File: src/rtl/cavlc_blk_encoding_if.sv
`default_nettype none
// ============================================================================
// Module      : cavlc_blk_encoding_if
// Description : Handshake bundle between the CAVLC block scanner and its
//               coefficient source / bitstream writer. master = source and
//               writer side, slave = scanner side.
// Revision    : 1.0 - initial release
// ============================================================================
interface cavlc_blk_encoding_if #(
    parameter int COEFF_W = 16
);
    // block start and coefficient load
    logic                      blk_start;
    logic [4:0]                maxNumCoeff;
    logic                      coeff_valid;
    logic signed [COEFF_W-1:0] coeff_in;
    logic                      coeff_ready;
    // coeff_token header
    logic                      hdr_valid;
    logic                      hdr_ready;
    logic [4:0]                TotalCoeff;
    logic [1:0]                TrailingOnes;
    logic [3:0]                TotalZeros;
    // level / run_before pairs
    logic                      lvl_valid;
    logic                      lvl_ready;
    logic signed [COEFF_W-1:0] level_out;
    logic [3:0]                run_before;
    logic [3:0]                zerosLeft;
    logic [3:0]                i_TotalCoeff;
    logic                      end_of_NonZeroCoeff_enc;
    logic                      blk_done;

    modport master (
        output blk_start, maxNumCoeff, coeff_valid, coeff_in, hdr_ready, lvl_ready,
        input  coeff_ready, hdr_valid, TotalCoeff, TrailingOnes, TotalZeros,
               lvl_valid, level_out, run_before, zerosLeft, i_TotalCoeff,
               end_of_NonZeroCoeff_enc, blk_done
    );

    modport slave (
        input  blk_start, maxNumCoeff, coeff_valid, coeff_in, hdr_ready, lvl_ready,
        output coeff_ready, hdr_valid, TotalCoeff, TrailingOnes, TotalZeros,
               lvl_valid, level_out, run_before, zerosLeft, i_TotalCoeff,
               end_of_NonZeroCoeff_enc, blk_done
    );
endinterface
`default_nettype wire

File: src/rtl/cavlc_blk_encoding.sv
`default_nettype none
// ============================================================================
// Module      : cavlc_blk_encoding
// Description : CAVLC residual block scanner (encoder side). Loads one zigzag
//               ordered block, produces TotalCoeff / TrailingOnes / TotalZeros,
//               then emits level / run_before pairs in reverse scan order.
//               Optional macro CAVLC_LEVEL_CLIP_EN saturates incoming
//               coefficients to +/-LEVEL_LIMIT.
// Revision    : 1.0 - initial release
// ============================================================================
module cavlc_blk_encoding #(
    parameter int COEFF_W     = 16,
    parameter int LEVEL_LIMIT = 2063
) (
    input  wire logic          clk,
    input  wire logic          reset,
    cavlc_blk_encoding_if.slave bus
);

    typedef enum logic [2:0] {
        S_IDLE   = 3'd0,
        S_LOAD   = 3'd1,
        S_HEADER = 3'd2,
        S_SCAN   = 3'd3,
        S_EMIT   = 3'd4,
        S_DONE   = 3'd5
    } state_t;

    state_t r_state;
    state_t w_nextState;

    logic signed [COEFF_W-1:0] r_buf [0:15];
    logic [4:0]                r_maxNum;
    logic [4:0]                r_idx;
    logic [4:0]                r_totalCoeff;
    logic [4:0]                r_t1cnt;
    logic [3:0]                r_lastNz;
    // bit 4 flags that the scan pointer has stepped below position 0
    logic [4:0]                r_ptr;
    logic                      r_scanFirst;
    logic signed [COEFF_W-1:0] r_level;
    logic [3:0]                r_run;
    logic [3:0]                r_zerosLeft;
    logic [3:0]                r_iTc;

    logic signed [COEFF_W-1:0] w_coeff;
    logic                      w_beat;
    logic                      w_lastBeat;
    logic                      w_nonzero;
    logic                      w_isOne;
    logic                      w_hdrFire;
    logic                      w_lvlFire;
    logic signed [COEFF_W-1:0] w_scanCoeff;
    logic                      w_scanStop;
    logic [3:0]                w_totalZeros;

`ifdef CAVLC_LEVEL_CLIP_EN
    localparam logic signed [COEFF_W-1:0] c_limPos = COEFF_W'(LEVEL_LIMIT);
    localparam logic signed [COEFF_W-1:0] c_limNeg = -c_limPos;

    // saturate before storage so the trailing-ones test sees the stored value
    always_comb begin
        w_coeff = bus.coeff_in;
        if (bus.coeff_in > c_limPos) begin
            w_coeff = c_limPos;
        end else if (bus.coeff_in < c_limNeg) begin
            w_coeff = c_limNeg;
        end
    end
`else
    assign w_coeff = bus.coeff_in;
`endif

    assign w_beat       = (r_state == S_LOAD) && bus.coeff_valid;
    assign w_lastBeat   = w_beat && (r_idx == (r_maxNum - 5'd1));
    assign w_nonzero    = (w_coeff != '0);
    assign w_isOne      = (w_coeff == COEFF_W'(1)) || (w_coeff == {COEFF_W{1'b1}});
    assign w_hdrFire    = (r_state == S_HEADER) && bus.hdr_ready;
    assign w_lvlFire    = (r_state == S_EMIT) && bus.lvl_ready;
    assign w_scanCoeff  = r_buf[r_ptr[3:0]];
    // first SCAN cycle only latches the level; later cycles walk the zeros
    assign w_scanStop   = !r_scanFirst && (r_ptr[4] || (w_scanCoeff != '0));
    // 4-bit wrap keeps the TotalCoeff==16 case (15+1-16) correct at 0
    assign w_totalZeros = (r_totalCoeff == 5'd0) ? 4'd0
                        : (r_lastNz + 4'd1 - r_totalCoeff[3:0]);

    // state register
    always_ff @(posedge clk or posedge reset) begin
        if (reset) begin
            r_state <= S_IDLE;
        end else begin
            r_state <= w_nextState;
        end
    end

    // next-state decode
    always_comb begin
        w_nextState = r_state;
        case (r_state)
            S_IDLE:   if (bus.blk_start) w_nextState = S_LOAD;
            S_LOAD:   if (w_lastBeat)    w_nextState = S_HEADER;
            S_HEADER: if (w_hdrFire)     w_nextState = (r_totalCoeff == 5'd0) ? S_DONE : S_SCAN;
            S_SCAN:   if (w_scanStop)    w_nextState = S_EMIT;
            S_EMIT:   if (w_lvlFire)     w_nextState = (r_iTc == 4'd0) ? S_DONE : S_SCAN;
            S_DONE:                      w_nextState = S_IDLE;
            default:                     w_nextState = S_IDLE;
        endcase
    end

    // coefficient buffer; contents are don't-care after reset
    always_ff @(posedge clk) begin
        if (w_beat) begin
            r_buf[r_idx[3:0]] <= w_coeff;
        end
    end

    // load statistics, header fields and scan/emit datapath
    always_ff @(posedge clk or posedge reset) begin
        if (reset) begin
            r_maxNum     <= '0;
            r_idx        <= '0;
            r_totalCoeff <= '0;
            r_t1cnt      <= '0;
            r_lastNz     <= '0;
            r_ptr        <= '0;
            r_scanFirst  <= 1'b0;
            r_level      <= '0;
            r_run        <= '0;
            r_zerosLeft  <= '0;
            r_iTc        <= '0;
        end else begin
            case (r_state)
                S_IDLE: begin
                    if (bus.blk_start) begin
                        r_maxNum     <= bus.maxNumCoeff;
                        r_idx        <= '0;
                        r_totalCoeff <= '0;
                        r_t1cnt      <= '0;
                        r_lastNz     <= '0;
                    end
                end
                S_LOAD: begin
                    if (w_beat) begin
                        r_idx <= r_idx + 5'd1;
                        if (w_nonzero) begin
                            r_totalCoeff <= r_totalCoeff + 5'd1;
                            r_lastNz     <= r_idx[3:0];
                            r_t1cnt      <= w_isOne ? (r_t1cnt + 5'd1) : 5'd0;
                        end
                    end
                end
                S_HEADER: begin
                    if (w_hdrFire) begin
                        r_ptr       <= {1'b0, r_lastNz};
                        r_iTc       <= r_totalCoeff[3:0] - 4'd1;
                        r_zerosLeft <= w_totalZeros;
                        r_scanFirst <= 1'b1;
                    end
                end
                S_SCAN: begin
                    if (r_scanFirst) begin
                        r_level     <= w_scanCoeff;
                        r_run       <= '0;
                        r_ptr       <= r_ptr - 5'd1;
                        r_scanFirst <= 1'b0;
                    end else if (!w_scanStop) begin
                        r_run <= r_run + 4'd1;
                        r_ptr <= r_ptr - 5'd1;
                    end
                end
                S_EMIT: begin
                    // r_ptr already sits on the next nonzero, so SCAN resumes there
                    if (w_lvlFire) begin
                        r_zerosLeft <= r_zerosLeft - r_run;
                        r_scanFirst <= 1'b1;
                        if (r_iTc != 4'd0) begin
                            r_iTc <= r_iTc - 4'd1;
                        end
                    end
                end
                default: begin
                end
            endcase
        end
    end

    assign bus.coeff_ready             = (r_state == S_LOAD);
    assign bus.hdr_valid               = (r_state == S_HEADER);
    assign bus.TotalCoeff              = r_totalCoeff;
    assign bus.TrailingOnes            = (r_t1cnt > 5'd3) ? 2'd3 : r_t1cnt[1:0];
    assign bus.TotalZeros              = w_totalZeros;
    assign bus.lvl_valid               = (r_state == S_EMIT);
    assign bus.level_out               = r_level;
    assign bus.run_before              = r_run;
    assign bus.zerosLeft               = r_zerosLeft;
    assign bus.i_TotalCoeff            = r_iTc;
    assign bus.end_of_NonZeroCoeff_enc = (r_state == S_EMIT) && (r_iTc == 4'd0);
    assign bus.blk_done                = (r_state == S_DONE);

endmodule
`default_nettype wire

File: src/flat_wrapper.sv
// flat-port wrapper written by rule: the top's interface ports become plain ports
module cavlc_blk_encoding_flat 
#(
    parameter int COEFF_W     = 16,
    parameter int LEVEL_LIMIT = 2063
)
  (clk, reset, bus_blk_start, bus_maxNumCoeff, bus_coeff_valid, bus_coeff_in, bus_hdr_ready, bus_lvl_ready, bus_coeff_ready, bus_hdr_valid, bus_TotalCoeff, bus_TrailingOnes, bus_TotalZeros, bus_lvl_valid, bus_level_out, bus_run_before, bus_zerosLeft, bus_i_TotalCoeff, bus_end_of_NonZeroCoeff_enc, bus_blk_done);
  cavlc_blk_encoding_if #(.COEFF_W(COEFF_W)) bus_i ();
  input  wire logic clk;
  input  wire logic reset;
  input wire logic [$bits(bus_i.blk_start)-1:0] bus_blk_start;
  input wire logic [$bits(bus_i.maxNumCoeff)-1:0] bus_maxNumCoeff;
  input wire logic [$bits(bus_i.coeff_valid)-1:0] bus_coeff_valid;
  input wire logic [$bits(bus_i.coeff_in)-1:0] bus_coeff_in;
  input wire logic [$bits(bus_i.hdr_ready)-1:0] bus_hdr_ready;
  input wire logic [$bits(bus_i.lvl_ready)-1:0] bus_lvl_ready;
  output wire logic [$bits(bus_i.coeff_ready)-1:0] bus_coeff_ready;
  output wire logic [$bits(bus_i.hdr_valid)-1:0] bus_hdr_valid;
  output wire logic [$bits(bus_i.TotalCoeff)-1:0] bus_TotalCoeff;
  output wire logic [$bits(bus_i.TrailingOnes)-1:0] bus_TrailingOnes;
  output wire logic [$bits(bus_i.TotalZeros)-1:0] bus_TotalZeros;
  output wire logic [$bits(bus_i.lvl_valid)-1:0] bus_lvl_valid;
  output wire logic [$bits(bus_i.level_out)-1:0] bus_level_out;
  output wire logic [$bits(bus_i.run_before)-1:0] bus_run_before;
  output wire logic [$bits(bus_i.zerosLeft)-1:0] bus_zerosLeft;
  output wire logic [$bits(bus_i.i_TotalCoeff)-1:0] bus_i_TotalCoeff;
  output wire logic [$bits(bus_i.end_of_NonZeroCoeff_enc)-1:0] bus_end_of_NonZeroCoeff_enc;
  output wire logic [$bits(bus_i.blk_done)-1:0] bus_blk_done;
  assign bus_i.blk_start = bus_blk_start;
  assign bus_i.maxNumCoeff = bus_maxNumCoeff;
  assign bus_i.coeff_valid = bus_coeff_valid;
  assign bus_i.coeff_in = bus_coeff_in;
  assign bus_i.hdr_ready = bus_hdr_ready;
  assign bus_i.lvl_ready = bus_lvl_ready;
  assign bus_coeff_ready = bus_i.coeff_ready;
  assign bus_hdr_valid = bus_i.hdr_valid;
  assign bus_TotalCoeff = bus_i.TotalCoeff;
  assign bus_TrailingOnes = bus_i.TrailingOnes;
  assign bus_TotalZeros = bus_i.TotalZeros;
  assign bus_lvl_valid = bus_i.lvl_valid;
  assign bus_level_out = bus_i.level_out;
  assign bus_run_before = bus_i.run_before;
  assign bus_zerosLeft = bus_i.zerosLeft;
  assign bus_i_TotalCoeff = bus_i.i_TotalCoeff;
  assign bus_end_of_NonZeroCoeff_enc = bus_i.end_of_NonZeroCoeff_enc;
  assign bus_blk_done = bus_i.blk_done;
  cavlc_blk_encoding #(.COEFF_W(COEFF_W), .LEVEL_LIMIT(LEVEL_LIMIT)) u_core (.clk(clk), .reset(reset), .bus(bus_i));
endmodule
File: config.mk
export PLATFORM = sky130hd
export DESIGN_NAME = cavlc_blk_encoding_flat
export DESIGN_NICKNAME = d
export VERILOG_FILES = /design/src/rtl/cavlc_blk_encoding_if.sv /design/src/rtl/cavlc_blk_encoding.sv /design/src/flat_wrapper.sv
export SDC_FILE = /design/constraint.sdc
export NUM_CORES = 1
export LEC_CHECK = 0
export ABC_AREA = 0
export ABC_CLOCK_PERIOD_IN_PS = 9200
export CORE_ASPECT_RATIO = 2
export CORE_MARGIN = 2
export CORE_UTILIZATION = 40
export DETAILED_ROUTE_END_ITERATION = 16
export GPL_TIMING_DRIVEN = 0
export HOLD_SLACK_MARGIN = 0.15
export PLACE_DENSITY = 0.58
export SETUP_SLACK_MARGIN = 0.1
export SYNTH_ARGS = -nofsm -noshare
export SYNTH_HDL_FRONTEND = slang
export SYNTH_SLANG_ARGS = --single-unit
File: constraint.sdc
create_clock -name clk -period 9.2 [get_ports clk]
set_input_delay 1.84 -clock clk [delete_from_list [all_inputs] [get_ports clk]]
set_output_delay 1.84 -clock clk [all_outputs]
set_load 0.05 [all_outputs]
=== After elaboration in Yosys (flattened, before gate mapping) ===
Memory sizes are Yosys's and may differ from the RTL's.
Index checks and enable logic that the tools add are counted.

* Reductions and logical operators: 29
* Order comparisons: 1
* Add/subtract/negate cells: 11
* Equality and inequality tests: 18
* Mux-type cells: 42

{| class="wikitable"
|+ Operator list
! cell !! number
|-
| $mux 5 || 10
|-
| $mux 4 || 11
|-
| $pmux 5 s2 || 4
|-
| $reduce_bool 16->1 || 2
|-
| $pmux 4 s2 || 3
|-
| $mux 3 || 7
|-
| $eq 16x16->1 const B || 1
|-
| $eq 16x2->1 const B || 1
|-
| $ne 2x1->1 const B || 8
|-
| $add 5x1->5 const B || 3
|-
| $pmux 3 s5 || 1
|-
| $reduce_and 3->1 || 4
|-
| $sub 5x1->5 const B || 2
|-
| $add 4x1->4 const B || 2
|-
| $reduce_and 4->1 || 2
|-
| $sub 4x1->4 const B || 2
|-
| $sub 4x4->4 || 2
|-
| $eq 3x2->1 const B || 2
|-
| $eq 3x3->1 const B || 2
|-
| $logic_and 1x1->1 || 6
|-
| $reduce_and 2->1 || 3
|-
| $reduce_bool 2->1 || 3
|-
| $eq 5x5->1 || 1
|-
| $gt 5x2->1 const B || 1
|-
| other kinds (14) || 18
|}

* Input port bits: 27
* Memories: 1
* Register bits: 61
* Logic and storage cells: 114
* Output and inout bits: 44
* Bits in writable memories: 256

{| class="wikitable"
|+ Memories
! memory !! depth !! bits a word !! read ports !! clocked after memory_dff !! wr ports !! RTL line !! RTL
|-
| u_core.r_buf || 16 || 16 || 1 || 0 || 1 || cavlc_blk_encoding.sv:32 || <nowiki>logic signed [COEFF_W-1:0] r_buf [0:15];</nowiki>
|}

=== Logic depth before layout (Yosys ltp) ===
An unclocked memory read counts as a cell.

* Depth in word-level cells: 7
* Mapped depth: 11
* Depth with buffers taken out: 10

=== Worst setup path after synthesis ===
No wires, ideal clock.

* Path kind: register -> output
* Start: register u_core.r_totalCoeff[0] (netlist: u_core.bus.TotalCoeff[0])
* End: output bus_TotalZeros[3]
* Slack: 4.800 ns
* Required time: 7.360 ns
* Path buffers: 0
* Cell stages (with the launch flop): 8
* Data arrival time: 2.560 ns
* Cell sequence: dfrtp_1 -> inv_1 -> ha_1 -> ha_1 -> fa_1 -> xor2_1 -> xnor2_1 -> nor2_1

* Longest elaborated chain between the ends: 2
* Elaborated cells on any way between the ends: 3
* Those cells by class: 1 x add/sub; 1 x mux; 1 x reduce/logical

{| class="wikitable"
|+ Ends and longest elaborated chain
! what !! RTL line !! RTL
|-
| start: declaration || cavlc_blk_encoding.sv:35 || <nowiki>logic [4:0] r_totalCoeff;</nowiki>
|-
| start signal: assignment || cavlc_blk_encoding.sv:146 || <nowiki>r_totalCoeff <= r_totalCoeff + 5'd1;</nowiki>
|-
| $sub 4x4->4 or $logic_not 5->1 (tied branches) || cavlc_blk_encoding.sv:85, cavlc_blk_encoding.sv:84 ||
|-
| $mux 4 * || cavlc_blk_encoding.sv:84 || <nowiki>assign w_totalZeros = (r_totalCoeff == 5'd0) ? 4'd0</nowiki>
|-
| end: declaration || flat_wrapper.sv:21 || <nowiki>output wire logic [$bits(bus_i.TotalZeros)-1:0] bus_TotalZeros;</nowiki>
|}

Mark *: on every way between the ends. The rest lies on a longest branch, timed or not.

=== Final worst setup path ===
* Start: register u_core.r_totalCoeff[2] (netlist: u_core.bus.TotalCoeff[2])
* End: output bus_TotalZeros[3]

The elaborated chain is that of the path after synthesis.

==> flow_summary.ini <==
[cells_and_area]
layout_common_cells = 256 x edfxtp_1, 72 x nand2_1, 70 x clkdlybuf4s50_1
nets = 974
n_antenna_cell = 0
multi_input_area_um2 = 3792
final_common_cell = edfxtp_1
drive_gt1_share_pct = 17.76
syn_to_final_growth_pct = 18.75
nFillCells = 2761
seqCellArea_um2 = 9214

[global_route]
grt_pass1_vias = 8087
grt_use_total_pct = 19.95
grt_start_max_net_pins = 36
grt_pass1_wl_um = 50810
antenna_found_initial = 0
gr-total-overflow = 0

[place]
io_buffers = 70
gp_congestion = 0.8142
hpwl_um = 25100

[critical_path]
end_kind = primary output
cp_data_arrival_time_ps = 3310
worst-setup-path-type = flop to primary output
critPathRequiredTime_ps = 7360
critPathLaunchType = flop
crit_fanout = 8

[min_path]
worstHoldPathType = flop to flop

[synth]
yosys_register_bits = 317
synth_edf_count = 256
ys_seq_area_share_pct = 69.58
synthXorXnorAreaFrac_pct = 0.9921
synth_ff_type = edfxtp_1
synth_top_family_by_area = multiplexers
synth_mux_area_share_pct = 12.83
synth_fa_ha_area_share_pct = 2.003
yosys_warnings = 0
synth_cell_types = 61
syn_area_per_cell_um2 = 16.41
synth-compound-area-share_pct = 5.376
yosysTopAreaCellShare_pct = 58.05
synth_top_cell_by_area = edfxtp_1
synth_async_sr_flop_share_pct = 19.24
synth.net_count = 854
synthSimpleGateAreaFrac_pct = 7.058
synthCells = 807
syn-cell-area_um2 = 13240
synth.top_cells.by_area = edfxtp_1 58%, dfrtp_1 12%, mux4_2 11%, nand2_1 2.0%, ha_1 1.7%

[clock_network]
clock-root-buffer = clkbuf_16
cts_sinks = 317
cts_repair_resize_count = 0
clk_pin_slew_ps = 70
cts.htree.levels = 1
cts_hold_buf = 0
cts_tree = built
clk_latency_ps = 560
post_cts_buffers = 0
cts_buffers = 27
clock_path_buffers = 3

[routing]
num_vias = 7601
wl_um = 34200
drtAntennaViolNets = 0
dr.pass1.iters = 5
drt_iter0_drc = 515
viasPerCell = 5.516
post-route-drc-count = 0
wl_per_cell_um = 24.82

[power_and_ir_drop]
power_frac_clock_pct = 25.2
p_per_area_nw_per_um2 = 295.7
pwr-share-seq_pct = 38.4
total_power_mw = 4.650
netSwitchingFraction_pct = 35.89
leakage_nw = 5.401
p_int_mw = 2.981
p_sw_mw = 1.669
combPwrFrac_pct = 36.4
ir_drop_v = 0.0001652

[timing]
setup_tns_ps = 0
slew_headroom_pct = 43.68
hold_viol_final = 0
rsz0062_at_grt = false
layout_min_cycle_time_ps = 5146
skew_ps = 16.21
fin_crit_sh_pct = 55.94
finalMaxSlewViolations = 0
clock.fmax_ghz = 0.1943
worst_hold_slack_ps = 468.5
setup_viol = 0
tightest_slew_ps = 844.8

[floorplanning]
io_pins = 71
die_area_um2 = 34670
die_width_um = 132.7
rows = 94
die_h_um = 261.3
core_area_um2 = 32810
initial_utilization_pct = 40.36

[job]
cap_violations = 0

[status]
status = completed
registers in the layout, indices dropped and copies added, names as in the netlist, 4 cells and up:
name / count
u_core.bus.level_out: 16
u_core.r_t1cnt: 5
u_core.r_idx: 5
u_core.bus.TotalCoeff: 5
u_core.r_buf: 256
u_core.r_ptr: 5
u_core.bus.i_TotalCoeff: 4
u_core.r_maxNum: 5
u_core.r_lastNz: 4
u_core.bus.zerosLeft: 4
u_core.bus.run_before: 4
per-stage QoR:
stage               utilization (%)  cell area (um2)  setup slack (ps)  cells
global route                  47.93            15730              3880   1378
CTS                           47.93            15730              4004   1378
detailed placement            45.25            14850              3723   1330
finish                        47.93            15730              4054   1378
floorplan                         -            13240              4800    807
global placement              44.14            14480              2967   1309
worst paths after layout:
check | startpoint | endpoint | slack [ps] | depth (start not counted)
setup / recovery | u_core.bus.TotalCoeff[2]$_DFFE_PP0P_ | bus_TotalZeros[3] | 4050 | 7
hold / removal | u_core.bus.level_out[9]$_DFFE_PP0P_ | u_core.bus.level_out[9]$_DFFE_PP0P_ | 470 | 2
setup reg to reg | u_core.r_ptr[2]$_DFFE_PP0P_ | u_core.r_ptr[3]$_DFFE_PP0P_ | 5120 | 11
hold reg to reg | u_core.bus.level_out[9]$_DFFE_PP0P_ | u_core.bus.level_out[9]$_DFFE_PP0P_ | 470 | 2
max in group asynchronous | reset | u_core.bus.level_out[3]$_DFFE_PP0P_ | 6900 | 3
min in group asynchronous | reset | u_core.r_t1cnt[2]$_DFFE_PP0P_ | 1680 | 2
layer usage:
metal	part of all wire, %	global-route usage [%]
met1	35	20.60
met2	59	41.18
met3	3.2	1.974
met4	2.6	6.422
met5	0	0
cell families after synthesis:
| family | count (synthesis) |
|---|---|
| AOI/OAI and AO/OA | 107 |
| buffers and inverters | 61 |
| muxes | 86 |
| xor gates and xnor gates | 15 |
| adders and majority gates | 20 |
| DFF | 317 |
| and+or+nand+nor | 201 |
power groups by stage:
stage	Sequential, mW	Combinational [mW]	Clock, mW
floorplan	1.99	0.942	0
global placement	1.81	1.68	0
detailed placement	1.82	1.72	0
CTS	1.79	1.73	1.19
global route	1.80	1.81	1.24
finish	1.78	1.69	1.17
cell type report:
type | instances | area share (%)
Buffer | 36 | 1.225
Clock buffer | 34 | 4.463
Clock inverter | 14 | 1.122
Inverter | 25 | 0.5967
Multi-Input combinational cell | 429 | 24.11
Sequential cell | 317 | 58.59
Tap cell | 432 | 3.437
Timing Repair Buffer | 91 | 6.452
cells in the mapped netlist (12+ instances only):
cell and n:
dfrtp_1 61, nand2_1 72, nor2_1 56, ha_1 18, inv_1 21, clkbuf_1 22, nand3_1 12, a21oi_1 26
mux4_2 66, edfxtp_1 256, o21ai_0 26
critical path, cell delays in order (launching register included):
cell	delay (ps)
dfrtp_1	500
inv_1	110
ha_1	330
fa_1	430
xor2_1	160
xnor2_1	140
nor2_1	220
clkdlybuf4s50_1	850
(Power assumes the default switching activity.)
==> edit 1: new RTL, same settings <==
Reset style: synchronous (`reset`), changed in 2 clocked blocks.
--- a/src/rtl/cavlc_blk_encoding.sv
+++ b/src/rtl/cavlc_blk_encoding.sv
@@ -87,3 +87,3 @@
     // state register
-    always_ff @(posedge clk or posedge reset) begin
+    always_ff @(posedge clk) begin
         if (reset) begin
@@ -117,3 +117,3 @@
     // load statistics, header fields and scan/emit datapath
-    always_ff @(posedge clk or posedge reset) begin
+    always_ff @(posedge clk) begin
         if (reset) begin
Formal check against the unedited RTL: differs if reset is asserted again (counterexample within 4 cycles, from zero or initial values and one cycle with reset high); with reset held inactive, the same outputs for 4 cycles.
==> edit 1 against the unedited design <==
- via count grew 1.5%
- maximum frequency shrank 0.37%
- highest routed layer unchanged
- wire length grew 1.2%
- setup slack lost 19 ps
- design area grew 0.89%
- sequential cell count grew 4
- critical path type is now reg -> reg
- synthesized area is essentially flat
- largest cell class unchanged
- critical path depth grew 4
Power is not compared: it rests on default switching activity, and its combinational part moved more than twofold at a synthesized area within 25%.
==> edit 1: results (changes against the unedited design) <==
<table>
<tr><th>Metric</th><th>Value</th></tr>
<tr><th colspan="2">Placed design</th></tr>
<tr><td>Total placed instance area</td><td>14800 um^2 (-0.10%)</td></tr>
<tr><td>Final weighted congestion in routability-driven placement</td><td>0.827 (+1.5%)</td></tr>
<tr><td>Port Buffers</td><td>69 (-1.4%)</td></tr>
<tr><td>Placed wire-length estimate after detailed placement</td><td>25.1 mm (+0.12%)</td></tr>
<tr><th colspan="2">Yosys</th></tr>
<tr><td>Number of cells produced by synthesis</td><td>844 (+4.6%)</td></tr>
<tr><td>Post-synth cell types</td><td>62 (+1.6%)</td></tr>
<tr><td>List of most frequent post-synthesis cells</td><td>sky130_fd_sc_hd__edfxtp_1, sky130_fd_sc_hd__dfxtp_1, sky130_fd_sc_hd__nor2_1</td></tr>
<tr><td>Post-Synthesis Net Count</td><td>891 (+4.3%)</td></tr>
<tr><td>Fraction of registers with async set/reset</td><td>0 (-0.192)</td></tr>
<tr><th colspan="2">Routing</th></tr>
<tr><td>1st-pass router iterations</td><td>4 (-1)</td></tr>
<tr><td>Via density per instance</td><td>5.45 (-1.2%)</td></tr>
<tr><td>Starting DRC count in detailed routing</td><td>489 (-5.0%)</td></tr>
<tr><td>Detailed Route WL</td><td>34.6 mm (+1.2%)</td></tr>
<tr><th colspan="2">Run status</th></tr>
<tr><td>Outcome</td><td>completed</td></tr>
<tr><th colspan="2">Setup path</th></tr>
<tr><td>Max Fanout on Critical Path</td><td>10 (+2)</td></tr>
<tr><td>Register-to-register path setup slack</td><td>4030 ps (-1090 ps)</td></tr>
<tr><td>Data arrival at the endpoint of the critical path</td><td>5600 ps (+2290 ps)</td></tr>
<tr><td>Biggest cell delay along the critical path</td><td>960 ps (+110 ps)</td></tr>
<tr><th colspan="2">Global routing</th></tr>
<tr><td>Via count of the first global-routing pass</td><td>8309 (+2.7%)</td></tr>
<tr><td>Wire length of the first global-routing pass</td><td>51.5 mm (+1.4%)</td></tr>
<tr><td>Largest net degree at the start of global routing</td><td>19 (-47%)</td></tr>
<tr><td>Global-route usage over all layers</td><td>0.202 (+0.00207)</td></tr>
<tr><th colspan="2">STA</th></tr>
<tr><td>Worst slew margin relative to its limit</td><td>0.150 (-0.287)</td></tr>
<tr><td>Final worst clock skew</td><td>12.5 ps (-3.73 ps)</td></tr>
<tr><th colspan="2">Clocking</th></tr>
<tr><td>Cts bufs inserted</td><td>28 (+3.7%)</td></tr>
<tr><th colspan="2">Finish</th></tr>
<tr><td>Fin cells</td><td>1416 (+2.8%)</td></tr>
<tr><td>Layout cells sized above 1</td><td>0.160 (-0.0180)</td></tr>
</table>
==> edit 1: final timing paths <==
kind,start,to,depth (start not counted)
min,u_core.bus.level_out[7]$_SDFFE_PP0P_,u_core.bus.level_out[7]$_SDFFE_PP0P_,2
max reg2reg,register,register,11
min reg2reg,u_core.bus.level_out[7]$_SDFFE_PP0P_,u_core.bus.level_out[7]$_SDFFE_PP0P_,2
max,register,register,11
==> edit 1: routing by layer <==
| layer | up-vias | GRT usage | share of wire |
|---|---|---|---|
| li1 | 3565 | - | - |
| met2 | 170 | 0.425 | 0.60 |
| met5 | - | 0 | 0 |
| met1 | 3923 | 0.198 | 0.35 |
| met3 | 57 | 0.0186 | 0.029 |
| met4 | 0 | 0.0720 | 0.030 |
==> edit 1: through the flow <==
stage	hold slack, ps	utilization	power [W]	setup WS (ps)
2_1_floorplan	449	-	0.00202	4820
3_5_place_dp	446	0.452	0.00220	3910
5_1_grt	479	0.484	0.00359	3800
4_1_cts	464	0.484	0.00350	3890
6_report	459	0.484	0.00348	4030
3_3_place_gp	441	0.441	0.00219	3160
==> edit 1: final cells by class <==
type | count | area (um^2)
timing repair buffer | 88 | 983
clock buffer | 33 | 781
tap | 432 | 541
buffer | 43 | 280
clock inverter | 19 | 253
sequential | 321 | 8990
inverter | 26 | 97.6
multi-input combinational | 454 | 3940
fill | 2818 | 16900
==> edit 1: tightest hold or removal path, stage by stage, from the launching register on <==
cell and delay, ps:
sky130_fd_sc_hd__dfxtp_1 330, sky130_fd_sc_hd__nand2_1 40, sky130_fd_sc_hd__o21ai_0 60
==> edit 1: cells by family (layout without fill, tap and decap cells) <==
kind of cell / Yosys count / in the layout / synth area share
mux: 87 / 87 / 0.117
buf+inv: 69 / 209 / 0.0285
flops: 321 / 321 / 0.678
fa+ha+maj: 20 / 20 / 0.0200
compound gates: 129 / 129 / 0.0701
simple gates: 194 / 194 / 0.0703
xor+xnor: 24 / 24 / 0.0159
==> edit 1: power breakdown <==
part | total, W | internal (W) | switching, W
Clock | 0.00131 | 0.000775 | 0.000535
Sequential | 0.00164 | 0.00161 | 0.0000336
Combinational | 0.000524 | 0.000185 | 0.000339
Total | 0.00348 | 0.00257 | 0.000907
==> edit 2: new RTL, config.mk and constraints unchanged <==
Made on the original files. `COEFF_W` is set to 16 in 3 places; all go to 20.
--- a/src/rtl/cavlc_blk_encoding_if.sv
+++ b/src/rtl/cavlc_blk_encoding_if.sv
@@ -9,3 +9,3 @@
 interface cavlc_blk_encoding_if #(
-    parameter int COEFF_W = 16
+    parameter int COEFF_W = 20
 );
--- a/src/rtl/cavlc_blk_encoding.sv
+++ b/src/rtl/cavlc_blk_encoding.sv
@@ -11,3 +11,3 @@
 module cavlc_blk_encoding #(
-    parameter int COEFF_W     = 16,
+    parameter int COEFF_W     = 20,
     parameter int LEVEL_LIMIT = 2063
--- a/src/flat_wrapper.sv
+++ b/src/flat_wrapper.sv
@@ -3,3 +3,3 @@
 #(
-    parameter int COEFF_W     = 16,
+    parameter int COEFF_W     = 20,
     parameter int LEVEL_LIMIT = 2063
Interface: changed (resized bus_coeff_in and bus_level_out); port bits go from 71 to 79. No check against the original RTL was run, so the function may have changed too.
==> edit 2 against the unedited design <==
- setup slack worse by 46 ps
- wire length is 22% higher
- design area up 20%
- core utilization shrank 0.19 points
- total power increased by 6.7%
- sequential power grew 22%
- synthesized area is 20% higher
- hold slack better by 14 ps
- sequential cell count increased by 68
- critical path type unchanged
- critical endpoint is now bus_TotalZeros[1]
==> edit 2: results (changes against the unedited design) <==
<table>
<tr><th>Metric</th><th>Value</th></tr>
<tr><th colspan="2">Placed design</th></tr>
<tr><td>Pre-CTS WS</td><td>3970 ps (+246 ps)</td></tr>
<tr><td>Placed wire-length estimate after detailed placement</td><td>28.2 mm (+12%)</td></tr>
<tr><td>Total placed instance area</td><td>17700 um^2 (+19%)</td></tr>
<tr><td>Port Buffers</td><td>78 (+11%)</td></tr>
<tr><th colspan="2">Global routing</th></tr>
<tr><td>Global-route usage over all layers</td><td>0.202 (+0.00271)</td></tr>
<tr><td>Met1 demand-to-capacity share in global routing</td><td>0.208 (+0.00213)</td></tr>
<tr><td>Via count of the first global-routing pass</td><td>9449 (+17%)</td></tr>
<tr><td>Wire length of the first global-routing pass</td><td>61.6 mm (+21%)</td></tr>
<tr><th colspan="2">Finish</th></tr>
<tr><td>Fin cells</td><td>1620 (+18%)</td></tr>
<tr><td>Filler Cells Inserted</td><td>3424 (+24%)</td></tr>
<tr><th colspan="2">Power</th></tr>
<tr><td>Seq pwr share</td><td>0.437 (+0.053)</td></tr>
<tr><td>Standby leakage power</td><td>6.29 nW (+16%)</td></tr>
<tr><td>Internal Power</td><td>0.00330 W (+11%)</td></tr>
<tr><td>IR drop worst, VDD</td><td>0.000108 V (-35%)</td></tr>
<tr><th colspan="2">Setup path</th></tr>
<tr><td>Worst setup path endpoint</td><td>bus_TotalZeros[1]</td></tr>
<tr><td>Family of cells with the greatest summed delay on the critical path</td><td>simple AND/OR/NAND/NOR gates</td></tr>
<tr><td>Max Fanout on Critical Path</td><td>6 (-2)</td></tr>
<tr><td>Critical path origin</td><td>u_core.bus.TotalCoeff[0]$_DFFE_PP0P_</td></tr>
<tr><th colspan="2">Routing</th></tr>
<tr><td>Final routed wire length divided by cell count</td><td>25.7 um (+3.5%)</td></tr>
<tr><th colspan="2">Yosys</th></tr>
<tr><td>Number of flops mapped to enable cells by yosys</td><td>320 (+25%)</td></tr>
<tr><td>Fraction of registers with async set/reset</td><td>0.169 (-0.0236)</td></tr>
<tr><td>Post-synth cell types</td><td>62 (+1.6%)</td></tr>
<tr><th colspan="2">Clocking</th></tr>
<tr><td>Cts bufs inserted</td><td>35 (+30%)</td></tr>
<tr><th colspan="2">Worst hold path</th></tr>
<tr><td>Launch point of the worst hold path</td><td>u_core.bus.level_out[8]$_DFFE_PP0P_</td></tr>
<tr><th colspan="2">Run status</th></tr>
<tr><td>Outcome</td><td>completed</td></tr>
</table>
-- edit 2: cell types whose count changed in the layout (fill, tap and decap cells not counted), sizes merged, moves of 5 or more --
cell	unedited run	this run
mux2i	10	20
edfxtp	256	320
nand3	12	18
nor4	5	10
nand4	6	11
clkdlybuf4s50	70	78
clkbuf	56	68
clkinv	11	16
a22o	7	21
mux4	66	76
-- edit 2: logic make-up after synthesis --
logic type                 count (synthesis)  synth area share
AOI/OAI and AO/OA                        122            0.0522
xor gates and xnor gates                  16           0.00878
adders and majority gates                 20            0.0166
buffers and inverters                     72            0.0226
DFF                                      385             0.704
muxes                                    105             0.130
and+or+nand+nor                          218            0.0658
-- edit 2: area by class of cell --
type                    instances  share of cell area
clock inverters                23             0.00964
repair buffers                 95              0.0532
flip-flops and latches        385               0.597
multi-input cells             481               0.238
well taps                     525              0.0349
inverters                      24             0.00492
plain buffers                  48              0.0144
clock buffers                  39              0.0485
